[src/rtl/synch_edge_detect_multi.sv]
// Multi-channel synchroniser + edge detector with sticky event flags.
// Optional glitch filter compiled in with `define SYNCH_DETECT_FILTER_EN.
module synch_edge_detect_multi #(
  parameter int          N_CH          = 4,
  parameter int          SYNC_STAGES   = 2,
  parameter int          FILTER_CYCLES = 4,
  parameter logic [N_CH-1:0] INIT_LEVEL = '1
) (
  input  logic              clk,
  input  logic              rst,
  input  logic [N_CH-1:0]   async_in,
  input  logic [2*N_CH-1:0] edge_sel,
  input  logic [N_CH-1:0]   flag_clr,
  output logic [N_CH-1:0]   level_out,
  output logic [N_CH-1:0]   rise_edge,
  output logic [N_CH-1:0]   fall_edge,
  output logic [N_CH-1:0]   event_pulse,
  output logic [N_CH-1:0]   event_flag,
  output logic              irq
);

  if (N_CH < 1 || SYNC_STAGES < 2 || FILTER_CYCLES < 1) begin : g_bad
    $error("synch_edge_detect_multi: illegal parameters");
  end

  logic [N_CH-1:0] sync_r [SYNC_STAGES];
  logic [N_CH-1:0] sync_q;
  logic [N_CH-1:0] level_d;
  logic [N_CH-1:0] flag_r;

  // Synchroniser chain: stage 0 samples the raw asynchronous inputs
  always_ff @(posedge clk) begin
    if (rst) begin
      for (int s = 0; s < SYNC_STAGES; s++)
        sync_r[s] <= INIT_LEVEL;
    end else begin
      sync_r[0] <= async_in;
      for (int s = 1; s < SYNC_STAGES; s++)
        sync_r[s] <= sync_r[s-1];
    end
  end

  assign sync_q = sync_r[SYNC_STAGES-1];

`ifdef SYNCH_DETECT_FILTER_EN
  localparam int CW = $clog2(FILTER_CYCLES + 1);

  logic [CW-1:0]   cnt [N_CH];
  logic [N_CH-1:0] level_r;

  // Filter: accept a new level after FILTER_CYCLES consecutive differing samples
  always_ff @(posedge clk) begin
    if (rst) begin
      level_r <= INIT_LEVEL;
      for (int c = 0; c < N_CH; c++)
        cnt[c] <= '0;
    end else begin
      for (int c = 0; c < N_CH; c++) begin
        if (sync_q[c] != level_r[c]) begin
          if (cnt[c] == CW'(FILTER_CYCLES - 1)) begin
            level_r[c] <= ~level_r[c];
            cnt[c]     <= '0;
          end else begin
            cnt[c] <= cnt[c] + 1'b1;
          end
        end else begin
          cnt[c] <= '0;
        end
      end
    end
  end

  assign level_out = level_r;
`else
  assign level_out = sync_q;
`endif

  // History register: previous-cycle level for edge detection
  always_ff @(posedge clk) begin
    if (rst) level_d <= INIT_LEVEL;
    else     level_d <= level_out;
  end

  assign rise_edge = level_out & ~level_d;
  assign fall_edge = ~level_out & level_d;

  // Per-channel gating of edge pulses by the runtime edge selection
  always_comb begin
    event_pulse = '0;
    for (int c = 0; c < N_CH; c++)
      event_pulse[c] = (rise_edge[c] & edge_sel[2*c])
                     | (fall_edge[c] & edge_sel[2*c+1]);
  end

  // Sticky flags: a new event wins over a simultaneous clear
  always_ff @(posedge clk) begin
    if (rst) flag_r <= '0;
    else     flag_r <= (flag_r & ~flag_clr) | event_pulse;
  end

  assign event_flag = flag_r;
  assign irq        = |flag_r;

endmodule

[config.mk]
export PLATFORM = sky130hd
export DESIGN_NAME = synch_edge_detect_multi
export DESIGN_NICKNAME = d
export VERILOG_FILES = /design/src/rtl/synch_edge_detect_multi.sv
export SDC_FILE = /design/constraint.sdc
export NUM_CORES = 1
export LEC_CHECK = 0
export ABC_CLOCK_PERIOD_IN_PS = 1100
export CORE_ASPECT_RATIO = 0.8
export CORE_MARGIN = 1.5
export CORE_UTILIZATION = 34
export CTS_CLUSTER_SIZE = 40
export DETAILED_ROUTE_END_ITERATION = 10
export PLACE_DENSITY_LB_ADDON = 0.12
export SLEW_MARGIN = 20
export SYNTH_ARGS = -nofsm -noshare
export SYNTH_HDL_FRONTEND = slang
export SYNTH_SLANG_ARGS = --single-unit
[constraint.sdc]
create_clock -name clk -period 1.1 [get_ports clk]
set_input_delay 0.275 -clock clk [delete_from_list [all_inputs] [get_ports clk]]
set_output_delay 0.275 -clock clk [all_outputs]
set_load 0.02 [all_outputs]
==> metrics.yaml <==
drv_slew: 0
die_w_um: 50.5
dp_hpwl_um: 1010
layout_commonest_cell: "buf_6"
netlist.area_leader.share_pct: 52.2
clkPwrFrac_pct: 24.3
ys_types: 11
finClkSkew_ps: 6.06
routed_wl_um: 1790
status: "finished, violations left"
wl_per_cell_um: 12.2
dieArea_um2: 2070
antenna_cells: 0
reg2reg_slack_ps: 60
drtAntennaViolNets: 0
drive_gt1_share_pct: 66.1
vias_per_cell: 4.42
worst_path_max_delay_cell: "or4_4"
p_sw_share_pct: 23.7
hp-class: "reg -> reg"
internal-power_uw: 895
final_cell_area_um2: 1350
pwr-share-seq_pct: 52.2
pwr_density_cell_nw_per_um2: 873
syn_area_um2: 613
layout.cells.non_filler: 146
max_slew.worst_pin.slew_ps: 151
most-common-layout-cells: "buf_6 (28), buf_4 (19), or2_2 (12), clkdlybuf4s50_1 (10), nand3b_1 (8)"
drc: 0
fillers: 106
initial_core_util_pct: 37.0
die_y_um: 41.0
ys_seq_elements: 16
criticalPathCategory: "reg -> out"
crit_buf_inv: 1
cts_made_buffers: 3
hold_viol: 0
cts_sinks: 16
utilization_pct: 81.1
cts_tree: "yes"
max_cap_violations: 0
setup_slack_ps: -459
synth_area_leader_cell: "dfxtp_1"
globalRoute.totalOverflow: 0
dp_cells: 132
leakage_nw: 0.623
p_switching_uw: 278
io-pin-count: 39
firstDrtPassIters: 3
core_region_area_um2: 1660
numPortBuffers: 38
drtIter0Drc: 1
grt_max_degree: 15
syn_area_per_cell_um2: 9.89
hold_slack_ps: 406
cts_buffer_depth: 2
startpoint_type: "flop"
synth.area.top_cells: "dfxtp_1 (52%), or2_2 (12%), nand3b_1 (9.8%), nor2b_1 (8.2%), buf_4 (4.9%)"
clk_latency_ps: 280
path_cells: "or4_4 -> buf_6"
num_vias: 645
cp_top_family: "simple AND/OR/NAND/NOR gates"
arrival_ps: 1280
placed_area_um2: 1110
min_period_over_period_pct: 142
cts_hold_buffers: 0
critPathMaxStageDelay_ps: 530
fmax_mhz: 641
syn-num-nets: 80
maxSlewHeadroom_pct: 89.9
first_global_vias: 553
dpl_worst_slack_ps: -690
cp_max_fo: 2
end_kind: "output pin"
std_cell_rows: 13
setup_viol: 20
ir_drop_mv: 0.872
h-tree-depth: 1
seq_area_frac_synth_pct: 52.2
cts_root_buf: "clkbuf_4"
antenna_found_initial: 0
violations: "negative setup slack"
rsz0062_at_grt: "yes"
grt_pass1_wl_um: 2330
synthToLayoutAreaGrowth_pct: 119
syn_inst: 62
fin_crit_ps: 1560
pwr-share-comb_pct: 23.4
worstPathRequired_ps: 820
ys_warn_count: 0
place.gp.congestion: 0.665
nNetsFinal: 144
grtUsageTotal_pct: 16.1
cts.clk_slew.worst_paths_ps: 80
sequential cells by signal, indices dropped and copies added, names as in the netlist:
register	flops
event_flag	4
sync_r	8
level_d	4
cells by family after synthesis:
logic type / share of synthesized area, %
flip-flops: 52.2
buffers and inverters: 5.51
AO/OA/AOI/OAI: 4.08
AND/OR/NAND/NOR: 38.2
repair_timing:
item	CTS	global route
pin swaps	6	6
buffers inserted	18	8
gates resized for setup	140	35
cloned	0	0
endpoints found under the hold margin	0	0
setup endpoints to repair	21	24
per-stage QoR:
stage / setup TNS, ps / power [mW]
2_1_floorplan: -94.4 / 0.721
3_3_place_gp: -9010 / 0.862
3_5_place_dp: -9240 / 0.866
4_1_cts: -2690 / 1.18
5_1_grt: -3490 / 1.24
6_report: -2480 / 1.17
worst register-to-register path, stage by stage (launching register included):
cell and delay (ps):
dfxtp_4 370, nand3b_1 170, buf_4 150, buf_4 120, a31oi_1 150
Yosys cell counts:
| library cell | number |
|---|---|
| buf_4 | 4 |
| clkbuf_1 | 1 |
| nor2b_1 | 8 |
| or2_2 | 12 |
| or2b_1 | 1 |
| nand2_1 | 4 |
| a31oi_1 | 4 |
| nand3b_1 | 8 |
| nand2b_1 | 3 |
| dfxtp_1 | 16 |
| or4_1 | 1 |
final cells by class:
type	count	area, um2	area share (%)
clock buffers	3	22.5	1.67
multi-input cells	41	323	24.0
flip-flops and latches	16	353	26.2
well taps	22	27.5	2.05
repair buffers	64	619	46.0
power groups by stage:
stage                     logic [mW]  clock network [mW]  registers (mW)
after floorplan               0.0866                   0           0.634
after detailed placement       0.236                   0           0.630
after CTS                      0.258               0.304           0.620
after global routing           0.291               0.331           0.617
after global placement         0.233                   0           0.629
final                          0.275               0.285           0.613
layer usage:
metal	global-route usage, %	vias to the layer above	share of wire (%)	wire (um)
li1	-	328	-	-
met5	0	-	0	0
met3	5.47	0	5.5	99
met1	16.5	294	41	730
met4	4.05	0	0	0
met2	32.9	23	54	958
worst paths after layout:
path                                     from            end  cells after the start
worst min-delay path             sync_r[0][3]   sync_r[0][7]                      1
worst min register to register   sync_r[0][3]   sync_r[0][7]                      1
worst max-delay path            event_flag[2]            irq                      2
worst max register to register   sync_r[0][7]  event_flag[3]                      4
Power figures use the tool's default switching activity.
